`src/rtl/mul_unit.sv`:
```
// -----------------------------------------------------------------------------
// mul_unit
//
// Iterative unsigned WIDTH x WIDTH multiplier that sits beside the ALU in the
// execute stage and services the MUL ALUOp. It is a radix-2 shift-add engine
// with a fixed latency of WIDTH cycles and no early termination.
//
// Ports
//   clk       rising-edge clock
//   rst       asynchronous, active-high reset
//   start     request, sampled on each rising edge
//   A, B      unsigned multiplicand / multiplier
//   ALUOp     operation select; only MUL_OP starts a multiply
//   busy      high while a multiply is in flight (registered, safe as a stall)
//   done      one-cycle pulse in the cycle Result/ResultHi take a new value
//   Result    low word of A*B (registered, holds until the next completion)
//   ResultHi  high word of A*B (registered, holds until the next completion)
//   Zero      high when Result == 0 (ResultHi is not considered)
// -----------------------------------------------------------------------------
module mul_unit #(
    parameter int         WIDTH  = 32,
    parameter logic [2:0] MUL_OP = 3'b010
) (
    input  logic             clk,
    input  logic             rst,
    input  logic             start,
    input  logic [WIDTH-1:0] A,
    input  logic [WIDTH-1:0] B,
    input  logic [2:0]       ALUOp,
    output logic             busy,
    output logic             done,
    output logic [WIDTH-1:0] Result,
    output logic [WIDTH-1:0] ResultHi,
    output logic             Zero
);

    localparam int              CW   = $clog2(WIDTH);
    localparam logic [CW-1:0]   LAST = CW'(WIDTH - 1);

    typedef enum logic {
        IDLE = 1'b0,
        RUN  = 1'b1
    } state_t;

    state_t                 state_q,  state_d;
    logic [CW-1:0]          count_q,  count_d;
    logic [2*WIDTH-1:0]     acc_q,    acc_d;
    logic [2*WIDTH-1:0]     mcand_q,  mcand_d;
    logic [WIDTH-1:0]       mplier_q, mplier_d;
    logic [2*WIDTH-1:0]     prod_q,   prod_d;
    logic                   done_q,   done_d;

    // Partial product for the current step: the shifted multiplicand when the
    // multiplier's current LSB is set. The accumulator is double width, so the
    // sum can never overflow.
    logic [2*WIDTH-1:0]     addend;
    logic [2*WIDTH-1:0]     acc_sum;

    always_comb begin
        addend  = mplier_q[0] ? mcand_q : '0;
        acc_sum = acc_q + addend;
    end

    always_comb begin
        state_d  = state_q;
        count_d  = count_q;
        acc_d    = acc_q;
        mcand_d  = mcand_q;
        mplier_d = mplier_q;
        prod_d   = prod_q;
        done_d   = 1'b0;

        case (state_q)
            IDLE: begin
                // Requests with any other ALUOp are dropped without effect.
                if (start && (ALUOp == MUL_OP)) begin
                    mcand_d  = {{WIDTH{1'b0}}, A};
                    mplier_d = B;
                    acc_d    = '0;
                    count_d  = '0;
                    state_d  = RUN;
                end
            end
            RUN: begin
                // start is deliberately ignored here so the in-flight operands
                // cannot be disturbed.
                acc_d    = acc_sum;
                mcand_d  = mcand_q << 1;
                mplier_d = mplier_q >> 1;
                count_d  = count_q + CW'(1);
                if (count_q == LAST) begin
                    // The last step's sum goes straight to the result register,
                    // so the product is visible in the cycle done is high.
                    prod_d  = acc_sum;
                    done_d  = 1'b1;
                    state_d = IDLE;
                end
            end
            default: begin
                state_d = IDLE;
            end
        endcase
    end

    always_ff @(posedge clk or posedge rst) begin
        if (rst) begin
            state_q  <= IDLE;
            count_q  <= '0;
            acc_q    <= '0;
            mcand_q  <= '0;
            mplier_q <= '0;
            prod_q   <= '0;
            done_q   <= 1'b0;
        end else begin
            state_q  <= state_d;
            count_q  <= count_d;
            acc_q    <= acc_d;
            mcand_q  <= mcand_d;
            mplier_q <= mplier_d;
            prod_q   <= prod_d;
            done_q   <= done_d;
        end
    end

    assign busy     = (state_q == RUN);
    assign done     = done_q;
    assign Result   = prod_q[WIDTH-1:0];
    assign ResultHi = prod_q[2*WIDTH-1:WIDTH];
    assign Zero     = ~|prod_q[WIDTH-1:0];

endmodule

```
`config.mk`:
```
export PLATFORM = sky130hd
export DESIGN_NAME = mul_unit
export DESIGN_NICKNAME = d
export VERILOG_FILES = /design/src/rtl/mul_unit.sv
export SDC_FILE = /design/constraint.sdc
export NUM_CORES = 1
export LEC_CHECK = 0
export BUFFER_PORTS_ARGS = -buffer_cell sky130_fd_sc_hd__buf_2
export CORE_ASPECT_RATIO = 1.4
export CORE_MARGIN = 8
export CORE_UTILIZATION = 45
export DETAILED_ROUTE_END_ITERATION = 6
export PLACE_DENSITY = 0.71
export SLEW_MARGIN = 20
export SYNTH_ARGS = -nofsm -noshare
export SYNTH_HDL_FRONTEND = slang
export SYNTH_SLANG_ARGS = --single-unit
```
`constraint.sdc`:
```
create_clock -name clk -period 22.6 [get_ports clk]
set_input_delay 3.39 -clock clk [delete_from_list [all_inputs] [get_ports clk]]
set_output_delay 3.39 -clock clk [all_outputs]
set_load 0.05 [all_outputs]
```
Yosys cells after proc, flatten, opt, wreduce, memory -nomap -nowiden
Cells that the tools add are included.

cells by class
  mux-type cells = 14
  bitwise gates (word level) = 1
  $add $sub $neg = 2
  $mul = 0
  reductions and logical operators = 4
  divide/modulo/power cells = 0
  $lt $le $gt $ge = 0
  shifts and indexed selects = 0
  eq/ne operators = 3

operators by type and width
  operator                                       count
  one-hot mux 64 bit (2 select lines)            2
  2-to-1 mux 64 bit                              3
  adder 64 bit                                   1
  one-hot mux 32 bit (2 select lines)            1
  2-to-1 mux 32 bit                              1
  OR reduction 32 bit                            1
  one-hot mux 5 bit (2 select lines)             1
  adder 5 x 1 -> 5 bit, second input constant    1
  == test 5 bit, second input constant           1
  2-to-1 mux 5 bit                               1
  2-to-1 mux 1 bit                               4
  == test 3 x 2 -> 1 bit, second input constant  1
  inequality test 2 bit, second input constant   1
  one-hot mux 1 bit (2 select lines)             1
  AND reduction 2 bit                            1
  logical AND 1 bit                              1
  zero test 1 bit                                1
  NOT 1 bit                                      1

word-level totals
  word-level logic and storage cells = 31
  bits in read-only memories = 0
  register bits after elaboration = 231
  input bits = 70
  output and inout port bits = 67
  latch bits = 0
  RAM bits = 0
  memories kept = 0

Longest topological paths before layout
  word-level depth = 4
  depth in mapped cells = 16
  depth with buffers taken out = 14

Worst setup path before layout
OpenSTA, ideal clock, no wires.

  path type = register to output
  from = reg prod_q[24]
  to = out Zero
  path slack = 17.549 ns
  required time = 19.210 ns
  stages on the path, launching flop included = 4
  arrival time = 1.661 ns
  path buffers = 0
  cells stage by stage = dfrtp_1 > nor4_1 > nand4_1 > nor2_1

on the way
  cells in the longest elaborated chain, start to end = 2

ends and longest elaborated chain
  what                    RTL line  source
  from (decl)             50        logic [2*WIDTH-1:0] prod_q, prod_d;
  from (signal assigned)  120       prod_q <= prod_d;
  OR reduction 32 bit     129       assign Zero = ~|prod_q[WIDTH-1:0];
  zero test 1 bit         129
  to (decl)               34        output logic Zero

No other way between the ends.

Worst setup path in the final report
  from = reg prod_q[1]
  to = out Zero

Same word-level chain as after synthesis.

==> metrics.log <==
INFO  metric setup_viol = 0
INFO  metric worst_r2r_endpoint = acc_q[56]
INFO  metric multi_input_area = approximately 6600 sq um
INFO  metric clock_insertion_delay_worst_skew = 540 ps
INFO  metric timing.final.crit_share = 0.241
INFO  metric setup_repair_after_global_routing_missed_its_margin = false
INFO  metric synth.cell_area = 13,100 sq um
INFO  metric core.rowCount = 74
INFO  metric drt_drc_violations_left = 5
INFO  metric clock_edge_transition_at_the_registers_on_the_reported_setup_and_hold_paths = 60 ps
INFO  metric cts.repair_timing.setup_buffer_count = 0
INFO  metric max-cap-violations = 0
INFO  metric worst_path_dominant_cell_family = simple AND/OR/NAND/NOR gates
INFO  metric antenna-diode-count = 0
INFO  metric use_met2 = 0.336
INFO  metric tightestPinTransition = 1060 ps
INFO  metric origin_of_the_worst_setup_path = prod_q[1]
INFO  metric synth.lib_cells_used.distinct = 71
INFO  metric postSynthNetCount = 1,493
INFO  metric number_of_standard_cells_after_synthesis = ~1,400
INFO  metric final_area = 14,800 sq um
INFO  metric layer_carrying_the_most_global_route_usage = met2
INFO  metric io_buffers = 136
INFO  metric synth-main-ff-cell = sky130_fd_sc_hd__dfrtp_1
INFO  metric setup.worst_path.end = Zero
INFO  metric viasPerCell = between 5 and 6
INFO  metric synth_async_reset_ratio = 1.00
INFO  metric pwr_density_cell = roughly 120 nW/um^2
INFO  metric crit_cells = 4
INFO  metric clock_tree_from_tritoncts = built
INFO  metric max_rail_drop_vdd = 0.0681 mV
INFO  metric hold_viol = 0
INFO  metric number_of_global_route_vias_before_repair = 10,800
INFO  metric die_w = 160 um
INFO  metric drtAntennaViolNets = 0
INFO  metric fmaxAchievable = 183 MHz
INFO  metric cts.sink_count = 231
INFO  metric critPathRequiredTime = between 15,000 and 20,000 ps
INFO  metric nets = 1,571
INFO  metric r2r.worst_path.cells = 15
INFO  metric worstHoldPathType = register to register
INFO  metric finalWirelength = about 33,000 um
INFO  metric grt_max_degree = 102
INFO  metric post_drt_wl_per_cell = about 18 um
INFO  metric timing.critical_path.slowest_stage_cell = sky130_fd_sc_hd__dfrtp_1
INFO  metric cts-buffers-inserted = 24
INFO  metric cts_htree_levels = 1
INFO  metric die_y = 218 um
INFO  metric critical_path_class = register to output pin
INFO  metric outcome = finished with violations
INFO  metric seq_area = 5780 sq um
INFO  metric worst_setup_path_end_kind = output pin
INFO  metric clock_path_buffers = 3
INFO  metric area_growth_syn_to_layout = 13.1%
INFO  metric clock-root-buffer = sky130_fd_sc_hd__clkbuf_16
INFO  metric crit_arrival = 2060 ps
INFO  metric dp_cells = between 1,500 and 2,000
INFO  metric core-area = 28,900 sq um
INFO  metric gr-usage-met1 = 0.223
INFO  metric timing_max_transition_violations_final = 0
INFO  metric route.vias.total = 10,600
INFO  metric cts_hold_repair.buffers = 0
INFO  metric first_pass_iters = 7
INFO  metric remaining_global_route_overflow = 0
INFO  metric number_of_top_level_design_ports = 137
INFO  metric timing.max_slew.rel_slack = 0.296
INFO  metric critPathMaxStageDelay = roughly 390 ps
INFO  metric fin_crit = 5450 ps
INFO  metric gr-usage-all-layers = 0.188
INFO  metric critical_path.startpoint_type = register
INFO  metric worst-path-buf-inv = 1
INFO  metric antenna_found_initial = 0
INFO  metric tns = 0 ps
INFO  metric gp_congestion = 0.910
INFO  metric syn_area_per_cell = between 9 and 10 sq um
INFO  metric synth.ff_latch_count = between 200 and 250
INFO  metric synth.yosys.seq_area_share = 0.442
INFO  metric setup.reg_to_reg.worst_slack = 18,060 ps
INFO  metric post_layout_instance_count_excluding_filler_cells = 1,833
INFO  metric post_synth_edffs = 0
INFO  metric critPathMaxFanout = 3
INFO  metric first_iter_violations = 900
INFO  metric ys_warn_count = 0
INFO  metric placed_cell_area = around 14,000 sq um
INFO  metric power_leakage = 0.00786 uW
INFO  metric grt_util_met3 = 0.0304
INFO  metric die_area = around 35,000 sq um
INFO  metric initial_utilization = 0.453
INFO  metric post_cts_resized = 0
INFO  metric path_cells = nor4_1 > nand4_1 > nor2_1 > buf_2
INFO  metric fillers = 2,692
INFO  metric dp_hpwl = between 20,000 and 25,000 um
INFO  metric r2r-start = mplier_q[0]
INFO  metric post-route-util = 0.512
INFO  metric failed_checks = DRC
INFO  metric grt_first_pass_wirelength = ~55,000 um
INFO  metric finalClockSkew = 17.5 ps
INFO  metric layout-drive-gt1-share = 0.160
sequential cells by signal, indices dropped and copies added, names as in the netlist:
register and count:
done 1, mplier_q 32, mcand_q 64, busy 1, prod_q 64, acc_q 64, count_q 5
worst min-delay path, stage by stage (launching register included):
cell,delay (ps)
sky130_fd_sc_hd__dfrtp_1,340
sky130_fd_sc_hd__nand2_1,50
sky130_fd_sc_hd__nand2_1,50
kinds of logic (layout without fill, tap and decap cells):
logic type	after synthesis	count (layout)	share of synthesized area
AO/OA/AOI/OAI	405	405	0.239
buffers and inverters	184	280	0.0561
AND/OR/NAND/NOR	398	398	0.147
flip-flops	231	231	0.442
adder cells (fa/ha/maj)	66	66	0.0637
multiplexers	16	16	0.0138
XOR/XNOR	57	57	0.0382
metal layers:
metal | wire [um] | part of all wire | up-vias
li1 | - | - | 5098
met1 | 13400 | 0.41 | 5131
met2 | 16900 | 0.51 | 262
met3 | 1670 | 0.051 | 59
met4 | 1020 | 0.031 | 0
met5 | 0 | 0 | -
synthesized netlist by cell type, drive strengths merged, types with 2 or more instances:
cell type,count,share of area
and3,2,0.00096
xnor2,39,0.026
nor2,43,0.012
dfrtp,231,0.44
nor4,12,0.0057
nor3,9,0.0038
nor2b,6,0.0029
and4,2,0.0013
and2,69,0.033
o21a,8,0.0046
o21ai,65,0.025
nand2b,6,0.0029
a222oi,62,0.047
a221oi,3,0.0025
a32o,3,0.0023
o31a,2,0.0013
nand4,33,0.017
a21o,28,0.016
o21bai,11,0.0063
mux2,16,0.014
a22o,92,0.062
or4,3,0.0017
or3,8,0.0042
xor2,18,0.012
buf,24,0.010
nand3,11,0.0042
nand3b,3,0.0017
a211oi,4,0.0033
a31oi,9,0.0043
o31ai,7,0.0055
ha,65,0.062
nand2,188,0.054
a211o,3,0.0020
a21boi,5,0.0032
inv,92,0.026
a21oi,77,0.030
o211a,2,0.0015
a31o,5,0.0033
a2111oi,4,0.0065
clkbuf,68,0.020
a41oi,3,0.0020
o211ai,4,0.0023
final cells by class:
class,instances,area share
multi-input combinational,942,0.445
sequential,231,0.391
timing repair buffer,144,0.0500
clock buffer,31,0.0457
tap,380,0.0321
inverter,92,0.0238
clock inverter,13,0.0128
how the worst min path moves through the flow:
| stage | start | end | slack (ps) | depth (start not counted) |
|---|---|---|---|---|
| 2_1_floorplan | count_q[3] | count_q[3] | 450 | 1 |
| 3_3_place_gp | prod_q[43] | prod_q[43] | 460 | 2 |
| 3_5_place_dp | prod_q[34] | prod_q[34] | 460 | 2 |
| 4_1_cts | prod_q[60] | prod_q[60] | 470 | 2 |
| 5_1_grt | prod_q[60] | prod_q[60] | 500 | 2 |
| 6_report | prod_q[34] | prod_q[34] | 470 | 2 |
report_power, final:
part	leakage (uW)	internal, uW	total, uW	switching, uW
combinational	0.00433	242	705	463
clock	0.000414	258	429	171
sequential	0.00312	550	653	103
cell usage in the layout (no fill, tap or decap), drive strengths merged, types with 5 or more instances in the layout:
master / instances
a21boi: 5
a21o: 28
a21oi: 77
a222oi: 62
a22o: 92
a31o: 5
a31oi: 9
and2: 69
buf: 144
clkbuf: 31
clkinv: 5
dfrtp: 231
ha: 65
inv: 92
mux2: 16
nand2: 188
nand2b: 6
nand3: 11
nand4: 33
nor2: 43
nor2b: 6
nor3: 9
nor4: 12
o21a: 8
o21ai: 65
o21bai: 11
o31ai: 7
or3: 8
xnor2: 39
xor2: 18
stage by stage:
| stage | hold slack, ps | setup WS [ps] | total power [uW] |
|---|---|---|---|
| 6_report | 465 | 17150 | 1790 |
| 5_1_grt | 500 | 16930 | 1900 |
| 4_1_cts | 474 | 17050 | 1810 |
| 3_5_place_dp | 459 | 16820 | 1370 |
| 3_3_place_gp | 460 | 16850 | 1350 |
| 2_1_floorplan | 450 | 12880 | 1190 |
Note: power is estimated with default switching activity, not from simulation.
